===== config.mk =====
export PLATFORM = sky130hd
export DESIGN_NAME = instruction_encoder_flat
export DESIGN_NICKNAME = d
export VERILOG_FILES = /design/src/rtl/instruction_encoder_if.sv /design/src/rtl/instruction_encoder.sv /design/src/flat_wrapper.sv
export SDC_FILE = /design/constraint.sdc
export NUM_CORES = 1
export LEC_CHECK = 0
export BUFFER_PORTS_ARGS = -buffer_cell sky130_fd_sc_hd__buf_2
export CAP_MARGIN = 10
export CORE_UTILIZATION = 45
export DETAILED_ROUTE_END_ITERATION = 8
export PLACE_DENSITY = 0.7
export SLEW_MARGIN = 20
export SYNTH_ARGS = -nofsm -noshare
export SYNTH_HDL_FRONTEND = slang
export SYNTH_SLANG_ARGS = --single-unit
export TNS_END_PERCENT = 5

===== constraint.sdc =====
create_clock -name clk -period 2.5 [get_ports clk]
set_input_delay 0.375 -clock clk [delete_from_list [all_inputs] [get_ports clk]]
set_output_delay 0.375 -clock clk [all_outputs]
set_load 0.01 [all_outputs]

===== src/rtl/instruction_encoder_if.sv =====
// instruction_encoder_if
//   Request handshake and program-memory bus between the program loader (or a
//   testbench) and instruction_encoder.
//
//   Request side : in_valid, in_ready, fmt, base, imm_in
//   Memory side  : pm_we, pm_addr, pm_wdata, pm_rdata
//
//   modport slave  : the encoder (accepts requests, drives the memory bus)
//   modport master : the requester plus memory (drives requests and pm_rdata)
interface instruction_encoder_if #(
  parameter int unsigned ADDR_W = 5
);

  logic              in_valid;
  logic              in_ready;
  logic [1:0]        fmt;
  logic [7:0]        base;
  logic [7:0]        imm_in;

  logic              pm_we;
  logic [ADDR_W-1:0] pm_addr;
  logic [7:0]        pm_wdata;
  logic [7:0]        pm_rdata;

  modport master (
    output in_valid,
    output fmt,
    output base,
    output imm_in,
    output pm_rdata,
    input  in_ready,
    input  pm_we,
    input  pm_addr,
    input  pm_wdata
  );

  modport slave (
    input  in_valid,
    input  fmt,
    input  base,
    input  imm_in,
    input  pm_rdata,
    output in_ready,
    output pm_we,
    output pm_addr,
    output pm_wdata
  );

endinterface


===== src/rtl/instruction_encoder.sv =====
// instruction_encoder
//   Packs an immediate into an 8-bit instruction word (inverse of the datapath
//   immediate extractor) and writes the words sequentially into program memory.
//   Out-of-range immediates are rejected with a one-cycle err_range pulse and
//   nothing is written.
//
//   fmt 00 ADDI/SUBI/MOVA : imm 0..7,    word = {base[7:5], imm[2:0], base[1:0]}
//   fmt 01 SR0/SRH0       : imm 0..15,   word = {base[7:4], imm[3:0]}
//   fmt 10 BR/BRZ         : imm -16..15, word = {base[7:5], imm[4:0]}
//   fmt 11 MOV            : imm == 0,    word = base
//
//   Ports
//     clk        system clock
//     reset_n    synchronous reset, active-low
//     clr_addr   clear write pointer, count and full (applied in IDLE)
//     bus        instruction_encoder_if.slave (request + program memory bus)
//     err_range  1-cycle pulse, request rejected (immediate out of range)
//     err_verify 1-cycle pulse, readback mismatch (0 without readback)
//     full       DEPTH words written
//     count      words written since reset/clear
//
//   Optional feature: define ENC_READBACK_EN to add a VERIFY cycle after each
//   write that compares pm_rdata against the written word.
module instruction_encoder #(
  parameter int unsigned ADDR_W = 5
) (
  input  logic                clk,
  input  logic                reset_n,
  input  logic                clr_addr,
  instruction_encoder_if.slave bus,
  output logic                err_range,
  output logic                err_verify,
  output logic                full,
  output logic [ADDR_W:0]     count
);

  localparam int unsigned DEPTH = 2 ** ADDR_W;
  localparam logic [ADDR_W:0] LAST_COUNT = (ADDR_W + 1)'(DEPTH - 1);

  localparam logic [1:0] S_IDLE   = 2'd0;
  localparam logic [1:0] S_ENCODE = 2'd1;
  localparam logic [1:0] S_WRITE  = 2'd2;
`ifdef ENC_READBACK_EN
  localparam logic [1:0] S_VERIFY = 2'd3;
`endif

  logic [1:0]        state;
  logic [1:0]        fmt_q;
  logic [7:0]        base_q;
  logic [7:0]        imm_q;
  logic [7:0]        wdata_q;
  logic [ADDR_W-1:0] addr_q;
  logic [ADDR_W-1:0] wr_ptr;
  logic [ADDR_W:0]   count_q;
  logic              full_q;
  logic              clr_pend;

  logic              legal;
  logic [7:0]        word;
  logic              ready;
  logic              handshake;

  // Range check and field packing on the registered request.
  always_comb begin
    legal = 1'b0;
    word  = '0;
    case (fmt_q)
      2'b00: begin
        legal = (imm_q[7:3] == 5'd0);
        word  = {base_q[7:5], imm_q[2:0], base_q[1:0]};
      end
      2'b01: begin
        legal = (imm_q[7:4] == 4'd0);
        word  = {base_q[7:4], imm_q[3:0]};
      end
      2'b10: begin
        legal = (imm_q[7:5] == {3{imm_q[4]}});
        word  = {base_q[7:5], imm_q[4:0]};
      end
      default: begin
        legal = (imm_q == 8'd0);
        word  = base_q;
      end
    endcase
  end

  assign ready     = (state == S_IDLE) && !full_q && !clr_addr;
  assign handshake = bus.in_valid && ready;

  always_ff @(posedge clk) begin
    if (!reset_n) begin
      state    <= S_IDLE;
      fmt_q    <= '0;
      base_q   <= '0;
      imm_q    <= '0;
      wdata_q  <= '0;
      addr_q   <= '0;
      wr_ptr   <= '0;
      count_q  <= '0;
      full_q   <= 1'b0;
      clr_pend <= 1'b0;
    end else begin
      // A clear arriving while a request is in flight is remembered and
      // applied on the next IDLE cycle, after the pending write has counted.
      if (state != S_IDLE && clr_addr) begin
        clr_pend <= 1'b1;
      end

      case (state)
        S_IDLE: begin
          if (clr_addr || clr_pend) begin
            wr_ptr   <= '0;
            count_q  <= '0;
            full_q   <= 1'b0;
            clr_pend <= 1'b0;
          end
          if (handshake) begin
            fmt_q  <= bus.fmt;
            base_q <= bus.base;
            imm_q  <= bus.imm_in;
            state  <= S_ENCODE;
          end
        end

        S_ENCODE: begin
          if (legal) begin
            wdata_q <= word;
            addr_q  <= wr_ptr;
            state   <= S_WRITE;
          end else begin
            state <= S_IDLE;
          end
        end

        S_WRITE: begin
          wr_ptr  <= wr_ptr + 1'b1;
          count_q <= count_q + 1'b1;
          if (count_q == LAST_COUNT) begin
            full_q <= 1'b1;
          end
`ifdef ENC_READBACK_EN
          state <= S_VERIFY;
`else
          state <= S_IDLE;
`endif
        end

`ifdef ENC_READBACK_EN
        S_VERIFY: begin
          state <= S_IDLE;
        end
`endif

        default: begin
          state <= S_IDLE;
        end
      endcase
    end
  end

  assign bus.in_ready = ready;
  assign bus.pm_we    = (state == S_WRITE);
  assign bus.pm_addr  = addr_q;
  assign bus.pm_wdata = wdata_q;

  assign err_range = (state == S_ENCODE) && !legal;
  assign full      = full_q;
  assign count     = count_q;

`ifdef ENC_READBACK_EN
  // addr_q still holds the just-written address, so pm_rdata is that word.
  assign err_verify = (state == S_VERIFY) && (bus.pm_rdata != wdata_q);
`else
  logic unused_rdata;
  assign unused_rdata = ^bus.pm_rdata;
  assign err_verify   = 1'b0;
`endif

endmodule


===== src/flat_wrapper.sv =====
// flat-port wrapper written by rule: the top's interface ports become plain ports
module instruction_encoder_flat 
#(
  parameter int unsigned ADDR_W = 5
)
  (clk, reset_n, clr_addr, err_range, err_verify, full, count, bus_in_valid, bus_fmt, bus_base, bus_imm_in, bus_pm_rdata, bus_in_ready, bus_pm_we, bus_pm_addr, bus_pm_wdata);
  instruction_encoder_if #(.ADDR_W(ADDR_W)) bus_i ();
  input  logic clk;
  input  logic reset_n;
  input  logic clr_addr;
  output logic err_range;
  output logic err_verify;
  output logic full;
  output logic [ADDR_W:0] count;
  input wire logic [$bits(bus_i.in_valid)-1:0] bus_in_valid;
  input wire logic [$bits(bus_i.fmt)-1:0] bus_fmt;
  input wire logic [$bits(bus_i.base)-1:0] bus_base;
  input wire logic [$bits(bus_i.imm_in)-1:0] bus_imm_in;
  input wire logic [$bits(bus_i.pm_rdata)-1:0] bus_pm_rdata;
  output wire logic [$bits(bus_i.in_ready)-1:0] bus_in_ready;
  output wire logic [$bits(bus_i.pm_we)-1:0] bus_pm_we;
  output wire logic [$bits(bus_i.pm_addr)-1:0] bus_pm_addr;
  output wire logic [$bits(bus_i.pm_wdata)-1:0] bus_pm_wdata;
  assign bus_i.in_valid = bus_in_valid;
  assign bus_i.fmt = bus_fmt;
  assign bus_i.base = bus_base;
  assign bus_i.imm_in = bus_imm_in;
  assign bus_i.pm_rdata = bus_pm_rdata;
  assign bus_in_ready = bus_i.in_ready;
  assign bus_pm_we = bus_i.pm_we;
  assign bus_pm_addr = bus_i.pm_addr;
  assign bus_pm_wdata = bus_i.pm_wdata;
  instruction_encoder #(.ADDR_W(ADDR_W)) u_core (.clk(clk), .reset_n(reset_n), .clr_addr(clr_addr), .bus(bus_i), .err_range(err_range), .err_verify(err_verify), .full(full), .count(count));
endmodule

==> impl_results.md <==
* DPL Wire Length at 2800 um
* Clk_lat worst skew at roughly 0.30 ns
* Vias after detailed routing at ~1700
* CTS sink count at 46
* Total wire length at about 4200 um
* Type of the worst setup path: reg -> out
* Setup_tns at 0 ns
* Routed wl met2 at 1690 um
* CP Depth at 6
* Inserted Clock Buffers at 5
* ANT cells at 0
* Maximum VDD drop at ~270 uV
* Synthesis-to-finish area growth at 13.6%
* CP delay by family, top: compound AO/OA/AOI/OAI gates
* Reg2reg path depth at 5
* RR Endpoint: u_core.bus.pm_wdata[2]
* Fmax at 475 MHz
* RSZ-0062 raised after global routing: false
* Initial antenna violation count at 0
* Fill count at 427
* Number of buffers and inverters on the critical path at 2
* Worst-Margin Slew at 0.659 ns
* Critical path's largest stage delay at 0.39 ns
* Die footprint at 4960 um2
* Pleak at 1.04 nW
* Post-Syn Instances at 240
* Largest net degree at the start of global routing at 41
* Fraction of registers with async set/reset at 0%
* Detail-routed net length per standard cell at 12.6 um
* Syn_nets at 273
* Starting Density at 47.7%
* Layout Cell Area excl Fill at 2390 um2
* Fin crit share at between 80% and 90%
* Reg-to-reg slack, setup at 0.66 ns
* CP max stage cell: dfxtp_1
* RR Startpoint: u_core.fmt_q[1]
* Endpoints failing setup at 0
* Seq cells post-synth at between 40 and 50
* Setup Buffers After CTS at 0
* Crit-path cells: inv_1 -> ha_1 -> nor2b_1 -> o32a_1 -> a31oi_1 -> buf_2
* Syn_area_per_cell at 8.78 um2
* Global-route wire length before repair at ~6900 um
* H-tree levels at 2
* Die W at roughly 70 um
* Worst hold path class: in -> reg
* Highest Signal Layer: met4
* Total iterations of the first detailed-routing run at 4
* Slew margin rel. at 56.1%
* Post-synthesis sequential area ratio at 43.7%
* Post-synth EDFFs at 0
* Crit path to: err_range
* Yosys cell types at 42
* # hold bufs at CTS at 0
* Core area at roughly 4400 um2
* Yosys Warn Count at 0
* Final net count at 310
* Cell area after synthesis at 2110 um2
* Commonest cells after routing, fill and taps aside: nand2_1 (64), dfxtp_1 (46), buf_2 (44)
* GRT Util Overall at 17.8%
* Final Slew Violations at 0
* Met1 WL at approximately 2200 um
* Layout cell share with drive strength beyond 1 at 21.6%
* Most common cell after layout, fill and taps aside: nand2_1
* Final Hold Fails at 0
* IO Port Bufs at 44
* Vias in the first global route at 1484
* Post-route ant nets at 0
* Startpoint Class: flop
* Clk buf depth at 2
* Met3 WL post-DR at 191 um
* CP max FO at 4
* Tmin final at 2.11 ns
* Critical Path End Type: output port
* Clock Skew at 0.00800 ns
* Residual DRC count at 0
* PwrDens at 573 nW/um2
* Vias/cell at 5.25
* Clk pin slew, worst setup/hold paths at about 0.08 ns
* Top FF cell, synth: dfxtp_1
* Root buf cell: clkbuf_8
* DRT iter0 DRCs at 107
* Gpl congestion at 0.769
* CP arrival at 1.73 ns
* Row cnt at 24
* Crit path from: u_core.imm_q[4]
* Ports at between 50 and 60
* CTS resizes at 0
* CTS tree: yes
* Dpl cell area at about 2300 um2
* Critical Path RT at ~2.1 ns
* Die Height at 70.4 um
* Global route overflow at 0
* Status: finished clean
* Max-Cap Viols at 0
[tightest hold or removal path, delay by kind of cell]
family	cells	cell delay [ns]
buffers and inverters	1	0.09
AOI/OAI and AO/OA	1	0.05
and+or+nand+nor	1	0.04
[cell usage after synthesis (3+ instances only)]
cell type,count,area [um2]
a21boi_1,8,60.1
o21ai_0,6,30.0
dfxtp_1,46,921
o21a_1,3,22.5
a21oi_1,3,15.0
nand4_1,4,25.0
clkbuf_1,8,30.0
ha_1,3,37.5
and3_1,5,31.3
buf_4,3,22.5
nand2b_1,3,18.8
a21boi_0,13,97.6
nor2_1,8,30.0
nor2b_1,4,25.0
nand2_1,64,240
mux2i_1,16,160
inv_1,4,15.0
o211a_1,5,50.1
[kinds of logic after synthesis]
group,count (synthesis),share of synthesized area (%)
and+or+nand+nor,105,23.3
AOI/OAI and AO/OA,46,16.3
DFF,46,43.7
buffers and inverters,20,5.70
muxes,18,8.67
adders and majority gates,3,1.78
other,1,0.178
xor gates and xnor gates,1,0.416
[metal layers]
layer	global-route usage (%)	up-vias
li1	-	891
met1	25.7	797
met2	24.8	39
met3	5.34	6
met4	6.67	0
met5	0	-
[how the worst min path moves through the flow]
stage                          start  depth (start not counted)  slack [ns]                     to
2_1_floorplan       u_core.base_q[5]                          2        0.44       u_core.base_q[5]
3_3_place_gp   u_core.bus.pm_addr[0]                          2        0.44  u_core.bus.pm_addr[0]
3_5_place_dp   u_core.bus.pm_addr[3]                          2        0.44  u_core.bus.pm_addr[3]
4_1_cts                bus_imm_in[0]                          3        0.30        u_core.imm_q[0]
5_1_grt                bus_imm_in[1]                          3        0.31        u_core.imm_q[1]
6_report               bus_imm_in[0]                          3        0.30        u_core.imm_q[0]
[cell type report]
cell class / instances / area [um2] / share of cell area (%)
clock buffer: 7 / 86.3 / 3.61
clock inverter: 1 / 5.00 / 0.209
tap: 52 / 65.1 / 2.72
timing repair buffer: 46 / 235 / 9.83
inverter: 4 / 15.0 / 0.627
sequential: 46 / 921 / 38.5
multi-input combinational: 174 / 1070 / 44.5
[flip-flops by register name, summed over array words and instances (netlist names)]
name                 count
u_core.base_q            8
u_core.bus.pm_addr       5
u_core.bus.pm_wdata      8
u_core.clr_pend          1
u_core.count             6
u_core.fmt_q             2
u_core.full              1
u_core.imm_q             8
u_core.state             2
u_core.wr_ptr            5
[where the power goes]
| part | internal [mW] | switching [mW] |
|---|---|---|
| Sequential | 0.751 | 0.0193 |
| Clock | 0.223 | 0.248 |
| Combinational | 0.0575 | 0.0713 |
| Total | 1.03 | 0.338 |
[stage by stage]
stage / hold slack [ns] / instances / setup WS (ns) / utilization [%] / total power, mW
finish: 0.305 / 330 / 0.393 / 54.2 / 1.37
global route: 0.311 / 330 / 0.269 / 54.2 / 1.44
CTS: 0.298 / 330 / 0.386 / 54.2 / 1.38
detailed placement: 0.445 / 322 / 0.696 / 52.2 / 0.918
global placement: 0.442 / 322 / 0.709 / 52.2 / 0.916
floorplan: 0.435 / 240 / 0.835 / - / 0.883
Note: power is estimated with default switching activity, not from simulation.
